File: config.mk
export PLATFORM = sky130hd
export DESIGN_NAME = tank_ctrl
export DESIGN_NICKNAME = d
export VERILOG_FILES = /design/src/rtl/tank_ctrl.sv
export SDC_FILE = /design/constraint.sdc
export NUM_CORES = 1
export LEC_CHECK = 0
export ABC_AREA = 1
export ABC_CLOCK_PERIOD_IN_PS = 1800
export CAP_MARGIN = 30
export CORE_MARGIN = 2
export CORE_UTILIZATION = 40
export DETAILED_ROUTE_END_ITERATION = 10
export PLACE_DENSITY = 0.65
export SYNTH_ARGS = -nofsm -noshare
export SYNTH_HDL_FRONTEND = slang
export SYNTH_SLANG_ARGS = --single-unit
File: constraint.sdc
create_clock -name frame_clk -period 1.8 [get_ports frame_clk]
set_input_delay 0.27 -clock frame_clk [delete_from_list [all_inputs] [get_ports frame_clk]]
set_output_delay 0.27 -clock frame_clk [all_outputs]
set_load 0.02 [all_outputs]
File: src/rtl/tank_ctrl.sv
// Per-player tank controller: terrain-following movement, press-triggered aim,
// fire/reload handshake with the projectile block, and hit-point tracking.
module tank_ctrl #(
  parameter int unsigned X_START       = 500,
  parameter int unsigned X_MIN         = 4,
  parameter int unsigned X_MAX         = 635,
  parameter int unsigned X_STEP        = 1,
  parameter int unsigned TANK_SIZE     = 4,
  parameter int unsigned Y_OFFSET      = 45,
  parameter int unsigned AIM_W         = 6,
  parameter int unsigned AIM_MAX       = 30,
  parameter int unsigned AIM_STEP      = 3,
  parameter int unsigned HP_W          = 4,
  parameter int unsigned HP_INIT       = 10,
  parameter int unsigned RELOAD_FRAMES = 60,
  parameter logic [7:0]  KEY_LEFT      = 8'h0d,
  parameter logic [7:0]  KEY_RIGHT     = 8'h0f,
  parameter logic [7:0]  KEY_UP        = 8'h0c,
  parameter logic [7:0]  KEY_DOWN      = 8'h0e,
  parameter logic [7:0]  KEY_FIRE      = 8'h28,
  parameter logic [7:0]  KEY_RELOAD    = 8'h13
) (
  input  logic            frame_clk,
  input  logic            Reset,
  input  logic [7:0]      keycode,
  input  logic [9:0]      terrain_y,
  input  logic            hit,
  input  logic [HP_W-1:0] damage,
  input  logic            shot_ack,
  output logic [9:0]      TankX,
  output logic [9:0]      TankY,
  output logic [9:0]      TankS,
  output logic [1:0]      Direction,
  output logic [AIM_W-1:0] aim,
  output logic            shoot,
  output logic            loaded,
  output logic [HP_W-1:0] HP,
  output logic            dead
);

  typedef enum logic [1:0] {
    ST_READY,
    ST_FIRING,
    ST_RELOADING,
    ST_DEAD
  } state_e;

  localparam int unsigned CNT_W = (RELOAD_FRAMES > 1) ? $clog2(RELOAD_FRAMES) : 1;
  localparam logic [CNT_W-1:0] CNT_LAST = CNT_W'(RELOAD_FRAMES - 1);

  localparam logic [10:0] X_LO_LIM  = 11'(X_MIN + X_STEP);
  localparam logic [10:0] X_MAX_V   = 11'(X_MAX);
  localparam logic [10:0] X_STEP_V  = 11'(X_STEP);
  localparam logic [9:0]  X_MIN_V   = 10'(X_MIN);
  localparam logic [9:0]  X_START_V = 10'(X_START);
  localparam logic [9:0]  Y_OFF_V   = 10'(Y_OFFSET);
  localparam logic [AIM_W:0]  AIM_STEP_V = (AIM_W+1)'(AIM_STEP);
  localparam logic [AIM_W:0]  AIM_MAX_V  = (AIM_W+1)'(AIM_MAX);
  localparam logic [HP_W-1:0] HP_INIT_V  = HP_W'(HP_INIT);

  state_e           state_q, state_d;
  logic [9:0]       x_q, x_d;
  logic [9:0]       y_q, y_d;
  logic [1:0]       dir_q, dir_d;
  logic [AIM_W-1:0] aim_q, aim_d;
  logic [HP_W-1:0]  hp_q, hp_d;
  logic [CNT_W-1:0] cnt_q, cnt_d;
  logic [7:0]       prev_key_q;
  logic             shoot_q, loaded_q, dead_q;

  logic             press_up, press_down, press_fire, press_reload;
  logic             alive;
  logic [HP_W-1:0]  hp_after;
  logic [AIM_W:0]   aim_up;
  logic [10:0]      x_up;

  assign press_up     = (keycode == KEY_UP)     && (prev_key_q != KEY_UP);
  assign press_down   = (keycode == KEY_DOWN)   && (prev_key_q != KEY_DOWN);
  assign press_fire   = (keycode == KEY_FIRE)   && (prev_key_q != KEY_FIRE);
  assign press_reload = (keycode == KEY_RELOAD) && (prev_key_q != KEY_RELOAD);

  assign alive    = (state_q != ST_DEAD);
  assign hp_after = (hp_q >= damage) ? hp_q - damage : '0;
  assign aim_up   = {1'b0, aim_q} + AIM_STEP_V;
  assign x_up     = {1'b0, x_q} + X_STEP_V;

  always_comb begin
    // NOTE: every next-state signal gets its hold value first so no path
    // through this block can infer a latch.
    state_d = state_q;
    x_d     = x_q;
    dir_d   = dir_q;
    aim_d   = aim_q;
    hp_d    = hp_q;
    cnt_d   = cnt_q;
    y_d     = (terrain_y >= Y_OFF_V) ? terrain_y - Y_OFF_V : '0;

    if (alive) begin
      if (keycode == KEY_LEFT) begin
        dir_d = 2'd0;
        x_d   = ({1'b0, x_q} >= X_LO_LIM) ? x_q - X_STEP_V[9:0] : X_MIN_V;
      end else if (keycode == KEY_RIGHT) begin
        dir_d = 2'd1;
        x_d   = (x_up <= X_MAX_V) ? x_up[9:0] : X_MAX_V[9:0];
      end

      if (press_up) begin
        aim_d = (aim_up > AIM_MAX_V) ? AIM_MAX_V[AIM_W-1:0] : aim_up[AIM_W-1:0];
      end else if (press_down) begin
        aim_d = ({1'b0, aim_q} >= AIM_STEP_V) ? aim_q - AIM_STEP_V[AIM_W-1:0] : '0;
      end
    end

    unique case (state_q)
      ST_READY: begin
        if (press_fire) state_d = ST_FIRING;
      end
      ST_FIRING: begin
        if (shot_ack) begin
          state_d = ST_RELOADING;
          cnt_d   = CNT_LAST;
        end
      end
      ST_RELOADING: begin
        if (press_reload || cnt_q == '0) state_d = ST_READY;
        else                             cnt_d   = cnt_q - 1'b1;
      end
      ST_DEAD: ;
      default: state_d = ST_READY;
    endcase

    // Damage is resolved last so a lethal hit overrides any fire transition.
    if (alive && hit) begin
      hp_d = hp_after;
      if (hp_after == '0) state_d = ST_DEAD;
    end
  end

  always_ff @(posedge frame_clk) begin
    // NOTE: non-blocking assignments keep every register sampling the
    // pre-edge values, independent of statement order.
    if (!Reset) begin
      state_q    <= ST_READY;
      x_q        <= X_START_V;
      y_q        <= '0;
      dir_q      <= 2'd0;
      aim_q      <= '0;
      hp_q       <= HP_INIT_V;
      cnt_q      <= '0;
      prev_key_q <= 8'h00;
      shoot_q    <= 1'b0;
      loaded_q   <= 1'b1;
      dead_q     <= 1'b0;
    end else begin
      state_q    <= state_d;
      x_q        <= x_d;
      y_q        <= y_d;
      dir_q      <= dir_d;
      aim_q      <= aim_d;
      hp_q       <= hp_d;
      cnt_q      <= cnt_d;
      prev_key_q <= keycode;
      shoot_q    <= (state_d == ST_FIRING);
      loaded_q   <= (state_d == ST_READY);
      dead_q     <= (state_d == ST_DEAD);
    end
  end

  assign TankX     = x_q;
  assign TankY     = y_q;
  assign TankS     = 10'(TANK_SIZE);
  assign Direction = dir_q;
  assign aim       = aim_q;
  assign shoot     = shoot_q;
  assign loaded    = loaded_q;
  assign HP        = hp_q;
  assign dead      = dead_q;

endmodule
# [After elaboration in Yosys (flattened, before gate mapping)]
# Cells that the tools add are included.
[classes] n_addsub=7 order_cmp=6 n_eq_ne=17 mux=20 reduce_logical=17
[ops] op="2-to-1 mux 10 bit" n=4
[ops] op="2-to-1 mux 6 bit" n=6
[ops] op="== test 8 x 4 -> 1 bit (second input constant)" n=4
[ops] op="inequality test 8 x 4 -> 1 bit (second input constant)" n=2
[ops] op="2-to-1 mux 2 bit" n=7
[ops] op="one-hot mux 6 bit (2 select lines)" n=1
[ops] op="adder 10 x 1 -> 11 bit (second input constant)" n=1
[ops] op="<= comparator 11 x 10 -> 1 bit (second input constant)" n=1
[ops] op=">= comparator 10 x 3 -> 1 bit (second input constant)" n=1
[ops] op=">= comparator 10 x 6 -> 1 bit (second input constant)" n=1
[ops] op="subtractor 10 x 1 -> 10 bit (second input constant)" n=1
[ops] op="subtractor 10 x 6 -> 10 bit (second input constant)" n=1
[ops] op="== test 8 x 5 -> 1 bit (second input constant)" n=1
[ops] op="== test 8 x 6 -> 1 bit (second input constant)" n=1
[ops] op="inequality test 8 x 5 -> 1 bit (second input constant)" n=1
[ops] op="inequality test 8 x 6 -> 1 bit (second input constant)" n=1
[ops] op="adder 6 x 2 -> 7 bit (second input constant)" n=1
[ops] op="> comparator 7 x 5 -> 1 bit (second input constant)" n=1
[ops] op=">= comparator 6 x 2 -> 1 bit (second input constant)" n=1
[ops] op="logical NOT 6 bit" n=1
[ops] op="inequality test 2 bit (second input constant)" n=3
[ops] op="one-hot mux 2 bit (3 select lines)" n=1
[ops] op="AND reduction 2 bit" n=3
[ops] op="nonzero test 2 bit" n=3
[ops] op="other kinds (12)" n=19
[word_totals] reg_bits=51 in_bits=26 output_inout_bits=45 word_cells=78

# [Depth between registers and ports, before layout]
# Gate-level depths: netlist (run 1).
[depth] depth_word=8 ltp_mapped=15 ltp_nobuf=15

# [Least setup slack after synthesis (run 1)]
# Ideal clock, no wire load.
[synth_timing] path_kind="flip-flop to flip-flop" from="register x_q[1] (netlist: TankX[1])" to="register x_q[7] (netlist: TankX[7])" setup_ns=0.115 arrival_ns=1.667 required_time_ns=1.685 setup_slack_ns=0.018 stages_incl_launch_ff=13 path_buffers=0 synth_period_minus_slack_ns=1.782 cell_sequence="dfxtp_1 > ha_1 > nand2_1 > nor2_1 > nand3_1 > nand2_1 > nand3_1 > nand2_1 > nand2_2 > nand3_1 > nand2_1 > nand2_1 > nand2_1"
[synth_via] elab_chain_len=5 elab_cells_between_ends=8 classes_between="add/sub: 2; order compare: 2; mux: 4"
[synth_lines] element="start, declared" line_no="62" text="logic [9:0] x_q, x_d;"
[synth_lines] element="start signal, assigned" line_no="144" text="x_q <= X_START_V;"
[synth_lines] element="start signal, assigned" line_no="156" text="x_q <= x_d;"
[synth_lines] element="adder 10 x 1 -> 11 bit" line_no="85" text="assign x_up = {1'b0, x_q} + X_STEP_V;"
[synth_lines] element="<= comparator 11 x 10 -> 1 bit" line_no="104" text="x_d = (x_up <= X_MAX_V) ? x_up[9:0] : X_MAX_V[9:0];"
[synth_lines] element="2-to-1 mux 10 bit" line_no="104"
[synth_lines] element="2-to-1 mux 10 bit" line_no="102" text="end else if (keycode == KEY_RIGHT) begin"
[synth_lines] element="2-to-1 mux 10 bit (*)" line_no="99" text="if (keycode == KEY_LEFT) begin"
# Mark *: on every way between the ends. The rest lies on a longest branch, timed or not. The select of a mux whose other input is x is not followed.
# A chain may end at the register's enable or synchronous reset.

# [Final worst setup path (run 1)]
[layout_timing] from="register hp_q[0] (netlist: HP[0])" to="register shoot_q (netlist: shoot)"
[layout_via] elab_chain_len=6 elab_cells_between_ends=7 classes_between="add/sub: 1; order compare: 1; eq/ne: 1; mux: 3; reduce/logical: 1"
[layout_lines] element="start, declared" line_no="66" text="logic [HP_W-1:0] hp_q, hp_d;"
[layout_lines] element="start signal, assigned" line_no="160" text="hp_q <= hp_d;"
[layout_lines] element="subtractor 4 bit or >= comparator 4 bit (tied branches)" line_no="83" text="assign hp_after = (hp_q >= damage) ? hp_q - damage : '0;"
[layout_lines] element="2-to-1 mux 4 bit (*)" line_no="83"
[layout_lines] element="logical NOT 4 bit (*)" line_no="135" text="if (hp_after == '0) state_d = ST_DEAD;"
[layout_lines] element="2-to-1 mux 2 bit (*)" line_no="135"
[layout_lines] element="2-to-1 mux 2 bit (*)" line_no="133" text="if (alive && hit) begin"
[layout_lines] element="== test 2 x 1 -> 1 bit (*)" line_no="163" text="shoot_q <= (state_d == ST_FIRING);"
[layout_lines] element="end signal, assigned" line_no="163"
[layout_lines] element="end, declared" line_no="69" text="logic shoot_q, loaded_q, dead_q;"
# Mark *: on every way between the ends. The rest lies on a longest branch, timed or not.

==> results of run 1 <==
-- cell usage after synthesis (4+ instances only) --
cell type / number
a21oi_1: 32
dfxtp_1: 50
a31oi_1: 6
inv_1: 70
nor3_1: 10
nor3b_1: 5
o21ai_1: 7
nand3_1: 42
xor2_1: 12
nand2_2: 4
buf_4: 12
nand4_1: 12
ha_1: 14
nand2_1: 127
o21ai_0: 18
clkbuf_1: 5
nor2_1: 53
-- worst register-to-register path: cells and delay by family, from the launching register on --
kind / cells / cell delay [ns]
AND/OR/NAND/NOR: 6 / 0.66
AO/OA/AOI/OAI: 1 / 0.18
adder cells (fa/ha/maj): 2 / 0.52
flip-flops: 1 / 0.34
buffers and inverters: 2 / 0.10
-- registers in the layout (all words and copies together) (netlist names) --
| name | flops |
|---|---|
| dead | 1 |
| Direction | 1 |
| shoot | 1 |
| TankY | 10 |
| HP | 4 |
| cnt_q | 6 |
| prev_key_q | 8 |
| loaded | 1 |
| TankX | 10 |
| state_q | 2 |
| aim | 6 |
-- final timing paths --
check        cells past startpoint  slack [ns]    startpoint      endpoint
max reg2reg                     11       -0.06         HP[0]         shoot
min                              2        0.48  Direction[0]  Direction[0]
max                             11       -0.06         HP[0]         shoot
min reg2reg                      2        0.48  Direction[0]  Direction[0]
-- area by class of cell --
cell class                 count  area, µm²
fill                         747       3370
multi-input combinational    378       2120
timing repair buffer         126       1130
sequential                    50       1020
inverter                      75        298
tap                          105        131
clock buffer                   5       68.8
clock inverter                 3       43.8
-- power groups by stage --
stage	Clock (W)	Sequential [W]	Combinational (W)
2_1_floorplan	0	0.00132	0.000475
3_3_place_gp	0	0.00128	0.000827
3_5_place_dp	0	0.00128	0.000846
4_1_cts	0.000852	0.00125	0.000861
5_1_grt	0.000893	0.00127	0.00102
6_report	0.000828	0.00125	0.000910
-- through the flow --
stage | std cells | util (%) | setup TNS [ns] | total power (W) | worst slack, ns
after floorplan | 523 | - | 0 | 0.00180 | 0.0181
after global placement | 731 | 54.6 | -8.23 | 0.00211 | -0.357
after detailed placement | 731 | 54.6 | -9.96 | 0.00212 | -0.425
after CTS | 739 | 56.3 | 0 | 0.00297 | 0.00674
after global routing | 742 | 58.8 | -0.751 | 0.00318 | -0.169
final | 742 | 58.8 | -0.161 | 0.00299 | -0.0558
-- repair_timing --
action	CTS	global route
setup endpoints to repair	24	34
gates cloned	0	0
resized for setup	7	46
pin swaps	1	18
setup buffers	0	3
hold buffers	0	0
-- routing by layer --
metal	GRT usage [%]	vias up	wire length, µm
met4	4.17	0	66
met1	25.8	1622	4010
met2	35.7	114	4460
met3	5.22	8	730
met5	0	-	0
li1	-	1886	-
-- cell usage in the layout, fill, tap and decap left out, types with 11 or more instances in the layout --
cell type          n
nand2_1          122
a21oi_1           29
nor2_1            50
dfxtp_1           40
xor2_1            11
clkdlybuf4s50_1   58
inv_1             68
nand3_1           38
buf_4             63
nand4_1           12
o21ai_0           18
conb_1            11
-- cells by family after synthesis --
| group | Yosys count | synth area share (%) |
|---|---|---|
| AOI/OAI and AO/OA | 68 | 11.0 |
| DFF | 50 | 29.9 |
| buffers and inverters | 95 | 12.7 |
| adders and majority gates | 15 | 5.83 |
| and+or+nand+nor | 271 | 36.9 |
| xor gates and xnor gates | 13 | 3.40 |
| other | 2 | 0.224 |
==> reports/metrics.yaml, run 1 <==
worst_setup_path:
  cp_cell_sequence: "inv_2, ha_4, inv_2, fa_2, nand3_2, nand3_4, a21oi_2, nand4_1, nand2_1, nand2_2, nor2_2"
  cp_top_family: "simple AND/OR/NAND/NOR gates"
  path_common_cell: "inv_2"
  cp-start-kind: "flip-flop"
  setup.worst_path.class: "reg2reg"
  crit_path_top_delay_cell: "fa_2"
  arrival_ns: 2.11
  cp-end-kind: "flip-flop"
  slowest_delay_ns: 0.40
  worst-path-max-fanout: 4
  required_ns: 2.05
  path_buf_inv: 2
routing:
  antenna_left: 0
  dr.pass1.iters: 5
  route.detailed.drc: 0
  viasPerCell: 4.89
  wl_per_cell_um: 12.5
  first_iter_violations: 95
  num_vias: 3630
  wl_um: 9260
synthesis:
  synthTopCellsByArea: "dfxtp_1, nand2_1, inv_1"
  synth-edff-count: 0
  yosys.area.top_type: "dfxtp_1"
  yosysUniqueCellTypes: 38
  synth_top_area_share_pct: 29.9
  syn_inst: 514
  synth_ff_type: "dfxtp_1"
  ys_seq_elements: 50
  async_flop_share_pct: 0
  yosysWarningCount: 0
  syn_area_um2: 3350
  syn_avg_cell_area_um2: 6.51
  ys_seq_area_share_pct: 29.9
finish:
  insertedDiodeCount: 0
  synthToLayoutAreaGrowth_pct: 43.7
  nNetsFinal: 677
  drive_gt1_share_pct: 20.9
  final_area_um2: 4810
clock_network:
  cts.sinks: 50
  clock_latency_ns: 0.31
  h-tree-depth: 2
  root_buffer: "clkbuf_8"
  cts_tree: "done"
  clk_pin_slew_ns: 0.10
  clk_path_buf_depth: 2
  cts_buffers: 5
outcome:
  status: "complete, but fails checks"
  violations: "negative setup slack"
placed_design:
  numPortBuffers: 59
  place_area_um2: 4460
  place_congestion: 0.898
  hpwl_um: 7030
grt:
  grt_use_total_pct: 20.6
  grt_pass1_wl_um: 15000
  grt_overflow: 0
  antenna_found_initial: 0
  grt_pass1_vias: 3392
  grt_max_degree: 18
power:
  p_sw_share_pct: 32.1
  ir_drop_uv: 383
  seqPwrFrac_pct: 41.9
  pwr-share-clk_pct: 27.7
  internal_power_w: 0.00203
  p_switching_w: 0.000959
  powerDensity_nw_per_um2: 622
  p_leak_nw: 2.25
  pwr-share-comb_pct: 30.5
sta:
  hold_violations: 0
  fin_worst_skew_ns: 0.00542
  rsz0062_at_grt: "true"
  setup_ws_ns: -0.0558
  timing.final.crit_share_pct: 103
  setup_viol: 3
  min_period_ns: 1.86
  drv_slew: 0
  fmax_mhz: 539
  hold_ws_ns: 0.481
run:
  drv_cap: 0
die:
  initial_utilization_pct: 40.9
  die-area_um2: 9110
  core-area_um2: 8180
  io_pins: 71
  rows: 33
  die_w_um: 95.5
  dieHeight_um: 95.5
hold_path:
  holdCritPathClass: "reg2reg"
(Power assumes the default switching activity.)
==> run 2: changes to the inputs <==
PLACE_DENSITY = 0.67   (was 0.65)
==> reports/metrics.yaml, run 2 (synthesis gave the netlist of run 1 again) <==
power:
  p_switching_w: 0.000958
  pwr-share-clk_pct: 30.5
  pwr-share-comb_pct: 29.2
  p_leak_nw: 2.24
  seqPwrFrac_pct: 40.3
  powerDensity_nw_per_um2: 653
  p_sw_share_pct: 30.6
  internal_power_w: 0.00217
  ir_drop_uv: 723
routing:
  wl_um: 8820
  antenna_left: 0
  met1_length_um: 4000
  wl_met2_um: 4280
  viasPerCell: 4.84
  wl_met3_um: 428
  highest_layer: "met4"
  first_iter_violations: 142
  route.detailed.drc: 0
  dr.pass1.iters: 5
  wl_per_cell_um: 11.9
  num_vias: 3590
worst_setup_path:
  worst-path-max-fanout: 4
  setup.worst_path.class: "in2reg"
  cp_cell_sequence: "clkdlybuf4s50_1, inv_1, ha_1, a21oi_2, nand3_4, a21oi_4, nand4_1, nand2_1, nand2_2, nor2_1"
  cp-start-kind: "input port"
  arrival_ns: 2.09
  cp-end-kind: "flip-flop"
  crit_path_top_delay_cell: "clkdlybuf4s50_1"
  path_buf_inv: 2
  required_ns: 2.05
  slowest_delay_ns: 0.45
  cp_top_family: "simple AND/OR/NAND/NOR gates"
sta:
  fin_worst_skew_ns: 0.0100
  hold_violations: 0
  setup_viol: 3
  fin_tns_setup_ns: -0.0747
  hold_ws_ns: 0.465
  min_period_ns: 1.84
  rsz0062_at_grt: "true"
  drv_slew: 0
  fmax_mhz: 543
  setup_ws_ns: -0.0417
  timing.final.crit_share_pct: 102
grt:
  grt_use_total_pct: 19.8
  grt_pass1_vias: 3302
  antenna_found_initial: 0
  grt_max_degree: 17
  grt_overflow: 0
  grt_pass1_wl_um: 14300
finish:
  synthToLayoutAreaGrowth_pct: 43.3
  insertedDiodeCount: 0
  nNetsFinal: 676
  mostFrequentLayoutCells: "nand2_1, inv_1, buf_4, clkdlybuf4s50_1, nor2_1"
  drive_gt1_share_pct: 21.7
  final_common_cell: "nand2_1"
die:
  io_pins: 71
  die-area_um2: 9110
  dieHeight_um: 95.5
  initial_utilization_pct: 40.9
  core-area_um2: 8180
  die_w_um: 95.5
  rows: 33
hold_path:
  holdCritPathClass: "reg2reg"
clock_network:
  clk_pin_slew_ns: 0.09
  cts.sinks: 50
  h-tree-depth: 2
  cts_buffers: 5
  clk_path_buf_depth: 2
  cts_hold_repair.buffers: 0
  clock_latency_ns: 0.31
  root_buffer: "clkbuf_8"
  cts_tree: "done"
placed_design:
  numPortBuffers: 59
  place_congestion: 0.873
  hpwl_um: 6820
outcome:
  violations: "negative setup slack"
  status: "complete, but fails checks"
run:
  drv_cap: 0
-- run 2: layout make-up --
cell class / instances / area [µm²]
well taps: 105 / 131
flip-flops and latches: 50 / 1020
multi-input cells: 378 / 2120
clock buffers: 5 / 68.8
clock inverters: 3 / 68.8
fillers: 756 / 3380
inverters: 75 / 295
repair buffers: 125 / 1090
-- run 2: power groups by stage --
stage          Sequential [W]  Combinational, W  Clock [W]
2_1_floorplan         0.00132          0.000475          0
3_3_place_gp          0.00128          0.000804          0
3_5_place_dp          0.00128          0.000823          0
4_1_cts               0.00126          0.000859   0.000977
5_1_grt               0.00127           0.00102    0.00101
6_report              0.00126          0.000914   0.000956
-- run 2: repair_timing --
item / in CTS / in global routing
endpoints found under the setup margin: 13 / 24
setup buffers: 2 / 3
gates resized for setup: 11 / 43
pin swaps: 7 / 17
-- run 2: path summary, 6_finish.rpt --
path | start | end | slack [ns] | cells past startpoint
setup / recovery | damage[3] | shoot | -0.04 | 10
hold / removal | Direction[0] | Direction[0] | 0.47 | 2
setup reg to reg | HP[0] | shoot | -0.03 | 11
hold reg to reg | Direction[0] | Direction[0] | 0.47 | 2
-- run 2: worst reg2reg max path: cells and delay by family (launching register included) --
family	cells	cell delay (ns)
compound gates	1	0.17
fa+ha+maj	2	0.51
buf+inv	2	0.10
flops	1	0.34
simple gates	6	0.65
-- run 2: stage by stage --
stage	instances	util [%]	total power, W	instance area [µm²]	setup WS (ns)
floorplan	523	-	0.00180	3380	0.0181
global placement	728	54.2	0.00209	4430	-0.349
detailed placement	728	54.2	0.00210	4430	-0.462
CTS	738	56.5	0.00310	4620	-0.0211
global route	741	58.6	0.00330	4790	-0.105
finish	741	58.6	0.00313	4790	-0.0417
-- run 2: routing by layer --
layer | vias to the layer above | global-route usage, %
met5 | - | 0
met4 | 0 | 5.60
met3 | 8 | 3.00
met2 | 96 | 34.6
met1 | 1610 | 25.2
li1 | 1876 | -
==> run 3: changes to the inputs <==
CORE_MARGIN = 1   (was 2)
CTS_CLUSTER_DIAMETER = 100   (was not set)
==> reports/metrics.yaml, run 3 (synthesis gave the netlist of run 1 again) <==
grt:
  grt_use_total_pct: 21.0
  grt_max_degree: 22
  grt_pass1_vias: 3347
  grt_overflow: 0
  grt_pass1_wl_um: 14700
  antenna_found_initial: 0
routing:
  first_iter_violations: 132
  viasPerCell: 4.92
  wl_um: 8960
  dr.pass1.iters: 5
  wl_per_cell_um: 12.2
  route.detailed.drc: 0
  antenna_left: 0
  num_vias: 3616
clock_network:
  clock_latency_ns: 0.32
  h-tree-depth: 2
  clk_path_buf_depth: 2
  root_buffer: "clkbuf_8"
  cts_buffers: 5
  cts_hold_repair.buffers: 0
  cts_tree: "done"
  clk_pin_slew_ns: 0.10
  cts.sinks: 50
worst_setup_path:
  cp_cell_sequence: "inv_2, ha_4, inv_4, fa_2, nand3_2, nand3_4, a21oi_2, nand4_1, nand2_1, nand2_2, nor2_1"
  crit_path_top_delay_cell: "fa_2"
  setup.worst_path.class: "reg2reg"
  startpoint: "HP[0]"
  slowest_delay_ns: 0.41
  required_ns: 2.06
  cp-start-kind: "flip-flop"
  arrival_ns: 2.11
  cp-end-kind: "flip-flop"
  worstReg2RegStart: "HP[0]"
  worst-path-max-fanout: 4
sta:
  drv_slew: 0
  fin_worst_skew_ns: 0.0134
  timing.final.crit_share_pct: 103
  setup_viol: 3
  fmax_mhz: 539
  setup_ws_ns: -0.0557
  rsz0062_at_grt: "true"
  hold_violations: 0
  min_period_ns: 1.86
power:
  finalPower_w: 0.00304
  p_leak_nw: 2.22
  powerDensity_nw_per_um2: 636
  ir_drop_uv: 372
die:
  rows: 32
  die_w_um: 93.5
  core-area_um2: 7890
  io_pins: 71
  die-area_um2: 8730
  dieHeight_um: 93.5
  initial_utilization_pct: 42.4
finish:
  final_cells: 735
  final_area_um2: 4780
  final_util_pct: 60.6
  insertedDiodeCount: 0
  drive_gt1_share_pct: 21.0
  final_common_cell: "nand2_1"
  mostFrequentLayoutCells: "nand2_1, inv_1, buf_4, clkdlybuf4s50_1, nor2_1"
  nNetsFinal: 673
  synthToLayoutAreaGrowth_pct: 42.8
hold_path:
  min_from: "Direction[0]"
  holdCritPathClass: "reg2reg"
placed_design:
  place_area_um2: 4430
  place_congestion: 0.937
  dp.cells: 724
  numPortBuffers: 59
  hpwl_um: 6850
run:
  drv_cap: 0
outcome:
  status: "complete, but fails checks"
  violations: "negative setup slack"
## run 3: changes by cell type in the layout (fill, tap and decap cells not counted), sizes merged
cell    change
bufinv      -1
buf         -3
inv         +1
## run 3: per-stage QoR
step | hold slack (ns) | setup WS [ns] | setup TNS [ns]
final | 0.463 | -0.0557 | -0.122
after global routing | 0.505 | -0.139 | -0.707
after CTS | 0.471 | -0.00356 | -0.00356
after detailed placement | 0.457 | -0.456 | -9.74
after global placement | 0.449 | -0.351 | -7.53
after floorplan | 0.342 | 0.0181 | 0
## run 3: cell type report
type                            count  area (µm²)
Multi-Input combinational cell    378        2130
Fill cell                         727        3110
Inverter                           75         298
Tap cell                          102         128
Clock inverter                      3        43.8
Clock buffer                        5        68.8
Sequential cell                    50        1020
Timing Repair Buffer              122        1090
## run 3: what timing repair did
| item | 4_1_cts | 5_1_grt |
|---|---|---|
| pin swaps | 3 | 12 |
| gates resized for setup | 7 | 48 |
| setup buffers | 0 | 3 |
| endpoints found under the setup margin | 24 | 32 |
## run 3: layer usage
metal	up-vias	GRT usage (%)	part of all wire [%]
met5	-	0	0
met4	0	6.54	1.5
met3	14	4.07	5.9
met2	93	35.7	48
met1	1637	26.7	45
li1	1872	-	-
## run 3: critical path: cells and delay by family (launching register included)
kind	cells	cell delay, ns
AOI/OAI and AO/OA	1	0.19
DFF	1	0.34
adders and majority gates	2	0.55
buffers and inverters	2	0.10
and+or+nand+nor	6	0.62
## run 3: final timing paths
kind | end | slack (ns) | cells past startpoint
min reg2reg | Direction[0] | 0.46 | 2
max | dead | -0.06 | 11
max reg2reg | dead | -0.06 | 11
min | Direction[0] | 0.46 | 2
## run 3: power breakdown
part           leakage (nW)  total, W  switching (W)  internal [W]
sequential            0.413   0.00126      0.0000580       0.00120
clock                0.0585  0.000844       0.000426      0.000418
combinational          1.75  0.000934       0.000508      0.000426
total                  2.22   0.00304       0.000993       0.00205
